===== src/rtl/traffic_phase_controller_pkg.sv =====
// Shared types and constants for the traffic phase controller.
// Latency: n/a (types, constants and one pure helper only).
// Backpressure: n/a.
// Holds the 3-bit phase encoding and the one-hot {R,Y,G} lamp codes.
// Optional feature macro: TRAFFIC_FLASH_MODE_EN adds the ST_FLASH phase.
package traffic_phase_controller_pkg;

   typedef enum logic [2:0] {
      ST_NS_GREEN  = 3'd0,
      ST_NS_YELLOW = 3'd1,
      ST_RED_A     = 3'd2,
      ST_EW_GREEN  = 3'd3,
      ST_EW_YELLOW = 3'd4,
      ST_RED_B     = 3'd5
`ifdef TRAFFIC_FLASH_MODE_EN
      ,
      ST_FLASH     = 3'd6
`endif
   } phase_t;

   localparam logic [2:0] LAMP_RED = 3'b100;
   localparam logic [2:0] LAMP_YEL = 3'b010;
   localparam logic [2:0] LAMP_GRN = 3'b001;
   localparam logic [2:0] LAMP_OFF = 3'b000;

   // Flashing lamp: yellow in the "on" half period, dark in the "off" half.
   function automatic logic [2:0] flash_lamp(input logic on);
      return on ? LAMP_YEL : LAMP_OFF;
   endfunction

endpackage


===== src/rtl/traffic_phase_controller_phase_decode.sv =====
// Combinational phase decode: phase -> NS/EW lamps, walk and timer reload count.
// Latency: zero cycles (pure combinational).
// Backpressure: none; outputs follow the phase every cycle.
// Ports: state (current phase), flash_on (flash half-period, macro build only),
//        ns_lamp/ew_lamp (one-hot {R,Y,G}), walk, count (timer reload value).
// Optional feature macro: TRAFFIC_FLASH_MODE_EN.
module traffic_phase_controller_phase_decode
   import traffic_phase_controller_pkg::*;
#(
   parameter int BIT_WIDTH  = 4,
   parameter int NS_GREEN   = 9,
   parameter int EW_GREEN   = 6,
   parameter int YELLOW     = 2,
   parameter int ALL_RED    = 1,
   parameter int FLASH_HALF = 3
) (
   input  phase_t               state,
`ifdef TRAFFIC_FLASH_MODE_EN
   input  logic                 flash_on,
`endif
   output logic [2:0]           ns_lamp,
   output logic [2:0]           ew_lamp,
   output logic                 walk,
   output logic [BIT_WIDTH-1:0] count
);

   // Counts are cut down to the timer width; callers keep them below 2^BIT_WIDTH.
   localparam logic [BIT_WIDTH-1:0] CNT_NSG = BIT_WIDTH'(NS_GREEN);
   localparam logic [BIT_WIDTH-1:0] CNT_EWG = BIT_WIDTH'(EW_GREEN);
   localparam logic [BIT_WIDTH-1:0] CNT_YEL = BIT_WIDTH'(YELLOW);
   localparam logic [BIT_WIDTH-1:0] CNT_RED = BIT_WIDTH'(ALL_RED);
`ifdef TRAFFIC_FLASH_MODE_EN
   localparam logic [BIT_WIDTH-1:0] CNT_FLS = BIT_WIDTH'(FLASH_HALF);
`else
   localparam int flash_half_unused = FLASH_HALF;
`endif

   always_comb begin
      ns_lamp = LAMP_RED;
      ew_lamp = LAMP_RED;
      walk    = 1'b0;
      count   = CNT_RED;
      case (state)
         ST_NS_GREEN: begin
            ns_lamp = LAMP_GRN;
            count   = CNT_NSG;
         end
         ST_NS_YELLOW: begin
            ns_lamp = LAMP_YEL;
            count   = CNT_YEL;
         end
         ST_EW_GREEN: begin
            ew_lamp = LAMP_GRN;
            walk    = 1'b1;
            count   = CNT_EWG;
         end
         ST_EW_YELLOW: begin
            ew_lamp = LAMP_YEL;
            count   = CNT_YEL;
         end
`ifdef TRAFFIC_FLASH_MODE_EN
         ST_FLASH: begin
            ns_lamp = flash_lamp(flash_on);
            ew_lamp = flash_lamp(flash_on);
            count   = CNT_FLS;
         end
`endif
         default: ;  // both all-red phases use the defaults
      endcase
   end

endmodule


===== src/rtl/traffic_phase_controller.sv =====
// Two-road phase sequencer driving a saturating countdown timer and the lamps.
// Latency: outputs are decoded from registered phase/entry; lamps change the cycle after the advancing edge.
// Backpressure: none; phases advance only on timer expiry, NS green holds until EW demand.
// Ports: clk, reset (async active-low), ewCar (level), pedReq (pulse), flash,
//        timerZero (timer isZero), timerLoad/timerDown/timerLoadIn (timer controls),
//        nsLight/ewLight (one-hot {R,Y,G}), walk (EW pedestrian).
// Optional feature macro: TRAFFIC_FLASH_MODE_EN (flash input ignored without it).
module traffic_phase_controller
   import traffic_phase_controller_pkg::*;
#(
   parameter int BIT_WIDTH  = 4,
   parameter int NS_GREEN   = 9,
   parameter int EW_GREEN   = 6,
   parameter int YELLOW     = 2,
   parameter int ALL_RED    = 1,
   parameter int FLASH_HALF = 3
) (
   input  logic                 clk,
   input  logic                 reset,
   input  logic                 ewCar,
   input  logic                 pedReq,
   input  logic                 flash,
   input  logic                 timerZero,
   output logic                 timerLoad,
   output logic                 timerDown,
   output logic [BIT_WIDTH-1:0] timerLoadIn,
   output logic [2:0]           nsLight,
   output logic [2:0]           ewLight,
   output logic                 walk
);

   phase_t state, state_nxt;
   logic   entry, entry_nxt;
   logic   demand, demand_nxt;
   logic   expired;
   logic   reload;

`ifdef TRAFFIC_FLASH_MODE_EN
   logic   flash_on, flash_on_nxt;
`else
   logic   flash_unused;
   assign flash_unused = flash;
`endif

   // On the entry cycle the timer still holds the previous phase's count,
   // so its zero flag is only trusted from the second cycle on.
   assign expired = !entry && timerZero;

   always_ff @(posedge clk or negedge reset) begin
      if (!reset) begin
         state  <= ST_RED_B;
         entry  <= 1'b1;
         demand <= 1'b0;
`ifdef TRAFFIC_FLASH_MODE_EN
         flash_on <= 1'b0;
`endif
      end else begin
         state  <= state_nxt;
         entry  <= entry_nxt;
         demand <= demand_nxt;
`ifdef TRAFFIC_FLASH_MODE_EN
         flash_on <= flash_on_nxt;
`endif
      end
   end

   always_comb begin
      state_nxt  = state;
      reload     = 1'b0;
      demand_nxt = demand;
      case (state)
         ST_NS_GREEN:  if (expired && demand) state_nxt = ST_NS_YELLOW;
         ST_NS_YELLOW: if (expired) state_nxt = ST_RED_A;
         ST_RED_A:     if (expired) state_nxt = ST_EW_GREEN;
         ST_EW_GREEN:  if (expired) state_nxt = ST_EW_YELLOW;
         ST_EW_YELLOW: if (expired) state_nxt = ST_RED_B;
         ST_RED_B:     if (expired) state_nxt = ST_NS_GREEN;
`ifdef TRAFFIC_FLASH_MODE_EN
         ST_FLASH: begin
            if (!flash)       state_nxt = ST_RED_B;
            else if (expired) reload    = 1'b1;  // next half period
         end
`endif
         default:      state_nxt = ST_RED_B;
      endcase

`ifdef TRAFFIC_FLASH_MODE_EN
      if (flash && state != ST_FLASH) state_nxt = ST_FLASH;
`endif

      entry_nxt = (state_nxt != state) || reload;

      // Requests are accepted outside EW green; the clear on entering EW green
      // wins over a simultaneous request (a held ewCar re-arms it later).
      if ((ewCar || pedReq) && state != ST_EW_GREEN) demand_nxt = 1'b1;
      if (state_nxt == ST_EW_GREEN && state != ST_EW_GREEN) demand_nxt = 1'b0;

`ifdef TRAFFIC_FLASH_MODE_EN
      if (state == ST_FLASH) demand_nxt = demand;
      flash_on_nxt = flash_on;
      if (state_nxt == ST_FLASH && state != ST_FLASH) flash_on_nxt = 1'b1;
      else if (reload)                                 flash_on_nxt = !flash_on;
`endif
   end

   traffic_phase_controller_phase_decode #(
      .BIT_WIDTH (BIT_WIDTH),
      .NS_GREEN  (NS_GREEN),
      .EW_GREEN  (EW_GREEN),
      .YELLOW    (YELLOW),
      .ALL_RED   (ALL_RED),
      .FLASH_HALF(FLASH_HALF)
   ) u_decode (
      .state   (state),
`ifdef TRAFFIC_FLASH_MODE_EN
      .flash_on(flash_on),
`endif
      .ns_lamp (nsLight),
      .ew_lamp (ewLight),
      .walk    (walk),
      .count   (timerLoadIn)
   );

   assign timerLoad = entry;
   assign timerDown = !entry;

endmodule


===== config.mk =====
export PLATFORM = sky130hd
export DESIGN_NAME = traffic_phase_controller
export DESIGN_NICKNAME = d
export VERILOG_FILES = /design/src/rtl/traffic_phase_controller_pkg.sv /design/src/rtl/traffic_phase_controller_phase_decode.sv /design/src/rtl/traffic_phase_controller.sv
export SDC_FILE = /design/constraint.sdc
export NUM_CORES = 1
export LEC_CHECK = 0
export ABC_AREA = 1
export CAP_MARGIN = 20
export CORE_AREA = 2 2 39 41
export DETAILED_ROUTE_END_ITERATION = 6
export DIE_AREA = 0 0 41 43
export GPL_TIMING_DRIVEN = 0
export PLACE_DENSITY = 0.65
export SLEW_MARGIN = 5
export SYNTH_ARGS = -nofsm -noshare
export SYNTH_HDL_FRONTEND = slang
export SYNTH_SLANG_ARGS = --single-unit

===== constraint.sdc =====
create_clock -name clk -period 3.46 [get_ports clk]
set_clock_uncertainty 0.2 [all_clocks]
set_input_delay 0.692 -clock clk [delete_from_list [all_inputs] [get_ports clk]]
set_output_delay 0.692 -clock clk [all_outputs]
set_load 0.02 [all_outputs]

==> impl_metrics.csv, run 1 <==
group,metric,value,unit
critical_path,start_kind,"flop",
run_status,status,"complete, no violations",
cts,clkSinkCount,5,
yosys,synth_top_area_frac,0.2561,
global_routing,overflow,0,
yosys,syn-num-nets,54,
route,drtIter0Drc,1,
critical_path,arrival,1.75,ns
floorplan,io_pins,19,
cts,cts_resized,0,
yosys,synth_cells,48,
yosys,yosys_warnings,0,
yosys,synthTopCellsByCount,"nand2_1, inv_1, nor2_1",
yosys,synth_ff_type,"dfstp_2",
place,preCtsSetupSlack,1.066,ns
cts,numCtsBuffers,3,
global_routing,grt_util_all_layers,0.08283,
critical_path,path_max_fanout,5,
cts,clk_pin_slew,0.04,ns
floorplan,coreArea,0.001384,mm²
pwr,power.total,0.5653,mW
global_routing,antenna_found_initial,0,
pwr,p_leak,0.2844,nW
critical_path,worst_path_most_repeated_cell,"inv_1",
route,ant_nets,0,
route,via_per_inst,3.859,
sta,maxSlewHeadroom,0.8525,
cts,cts_setup_buffers,0,
yosys,ys_types,11,
critical_path,crit_slowest_cell,"clkdlybuf4s50_1",
route,drt-pass1-iter-count,2,
yosys,yosysTopAreaCell,"dfstp_2",
sta,fmax,0.3787,GHz
sta,setup_ws,0.8193,ns
sta,fin_crit,2.641,ns
final_layout,antenna_cells,0,
final_layout,fill_cells,161,
floorplan,dieArea,0.001763,mm²
global_routing,grt_pass1_vias,286,
pwr,vdd_drop_max,0.3876,mV
critical_path,required,2.57,ns
route,wirelength,623,µm
yosys,synth_edf_count,0,
final_layout,layout-drive-gt1-share,0.1449,
job,max-cap-violations,0,
critical_path,endpoint_kind,"output port",
route,dr_wl_met2,285,µm
place,dp_hpwl,540.2,µm
critical_path,worstSetupPathType,"flop to output port",
final_layout,syn2layout_area_growth,70.33,%
floorplan,die_y,43,µm
pwr,power_density,1078,mW/mm²
cts,clockBufferDepth,2,
route,wl_met3,72,µm
yosys,yosys-top-cells-area,"dfstp_2, nand2_1, dfrtp_1, inv_1, nor2_1",
floorplan,core.rowCount,14,
final_layout,postLayoutCoreUtil,0.3788,
cts,clkLatencyLatePin,0.23,ns
critical_path,cpPeakStageDelay,0.60,ns
place,port_buffers,17,
sta,finalHoldViolCount,0,
sta,rsz0062_at_grt,"false",
route,wl_met1,265,µm
cts,h-tree-depth,1,
critical_path,cp_cell_sequence,"inv_1 -> nand3_1 -> inv_1 -> nor2_1 -> clkdlybuf4s50_1",
cts,postCtsHoldBufs,0,
yosys,netlist_area,307.8,µm²
route,wl_per_cell,7.329,µm
place,place_inst,81,
yosys,postSynthAreaPerCell,6.412,µm²
cts,clockRootBuffer,"clkbuf_4",
final_layout,final_cells,85,
sta,fin_crit_sh,0.7632,
yosys,synth.most_common_cell,"nand2_1",
global_routing,grt_pass1_wl,972,µm
route,vias,328,
yosys,synth_seq_area_share,0.4187,
sta,worst_pin_slew,0.2205,ns
floorplan,fp.dieW,41,µm
global_routing,grt_max_degree,8,
yosys,synthArstFlopShare,1.000,
floorplan,initial_core_util,0.2224,
place,gp_congestion,0.7236,
route,dr.max_layer_used,"met3",
final_layout,nets,76,
cts,cts_tree,"built",
hold_path,min_path_type,"flop to flop",
sta,fin_setup_tns,0,ns
route,drc,0,
yosys,ys_ff_latch,5,
sta,setup_violations,0,
sta,slew_violations,0,
-- sequential cells by signal, indices dropped and copies added (netlist names) --
name / count
timerLoad: 1
state: 3
demand: 1
-- routing by layer --
| metal | vias to the layer above | GRT usage |
|---|---|---|
| met5 | - | 0 |
| met4 | 0 | 0.08000 |
| met3 | 0 | 0.01571 |
| met2 | 15 | 0.1250 |
| met1 | 133 | 0.08852 |
| li1 | 180 | - |
-- report_power, final --
| part | total [mW] | switching, mW | internal (mW) |
|---|---|---|---|
| sequential | 0.121 | 0.0261 | 0.0946 |
| clock | 0.0642 | 0.0208 | 0.0434 |
| combinational | 0.380 | 0.204 | 0.177 |
| total | 0.565 | 0.250 | 0.315 |
-- path summary, 6_finish.rpt --
path	depth (start not counted)	to	startpoint	slack, ns
min reg2reg	2	state[0]$_DFF_PN1_	state[2]$_DFF_PN1_	0.31
max in group asynchronous	1	timerLoad$_DFF_PN1_	reset	2.35
max	5	ewLight[2]	state[2]$_DFF_PN1_	0.82
max reg2reg	7	state[1]$_DFF_PN0_	timerLoad$_DFF_PN1_	2.21
min	2	state[0]$_DFF_PN1_	state[2]$_DFF_PN1_	0.31
min in group asynchronous	1	state[1]$_DFF_PN0_	reset	0.47
-- worst max-delay path: cells and delay by family (launching register included) --
family | cells | cell delay (ns)
flops | 1 | 0.55
simple gates | 2 | 0.20
buf+inv | 3 | 0.77
-- kinds of logic (layout without fill, tap and decap cells) --
| group | count (synthesis) | in the layout | synth area share |
|---|---|---|---|
| AND/OR/NAND/NOR | 28 | 28 | 0.3700 |
| buffers and inverters | 14 | 35 | 0.1951 |
| flip-flops | 5 | 5 | 0.4187 |
| AO/OA/AOI/OAI | 1 | 1 | 0.01624 |
-- layout make-up --
type,count,area (µm²),area share
sequential,5,128.9,0.2458
tap,16,20.02,0.03819
clock buffer,4,26.28,0.05012
timing repair buffer,17,170.2,0.3246
multi-input combinational,29,118.9,0.2267
inverter,12,45.04,0.08592
buffer,2,15.01,0.02864
-- placed cells by master, fill, tap and decap left out --
cell type,instances
dfstp_2,3
clkdlybuf4s50_1,17
o21ai_0,1
nand4_1,1
nor2_1,7
clkbuf_4,3
inv_2,1
inv_1,11
or2_2,1
nand3_1,3
dfrtp_1,2
nand2_1,16
buf_4,2
clkbuf_1,1
-- through the flow --
| stage | hold WS (ns) | cell area (µm²) |
|---|---|---|
| final | 0.3110 | 524.3 |
| after global routing | 0.3221 | 524.3 |
| after CTS | 0.3150 | 524.3 |
| after detailed placement | 0.3032 | 498.0 |
| after global placement | 0.3006 | 498.0 |
| after floorplan | 0.1964 | 307.8 |
Power figures use the tool's default switching activity.
==> inputs of run 2 (changes only) <==
==> constraint.sdc (replaced) <==
create_clock -name clk -period 2.69 [get_ports clk]
set_clock_uncertainty 0.2 [all_clocks]
set_input_delay 0.538 -clock clk [delete_from_list [all_inputs] [get_ports clk]]
set_output_delay 0.538 -clock clk [all_outputs]
set_load 0.02 [all_outputs]
==> results of run 2 <==
The final DEF is identical to that of run 1. Status: complete, no violations.
Among the figures that moved: setup slack after placement 1.066 ns -> 0.4502 ns; setup slack after layout 0.8193 ns -> 0.2033 ns; register-to-register setup slack 2.21 ns -> 1.44 ns; total power 0.5653 mW -> 0.7271 mW; worst IR drop on VDD 0.3876 mV -> 0.4985 mV
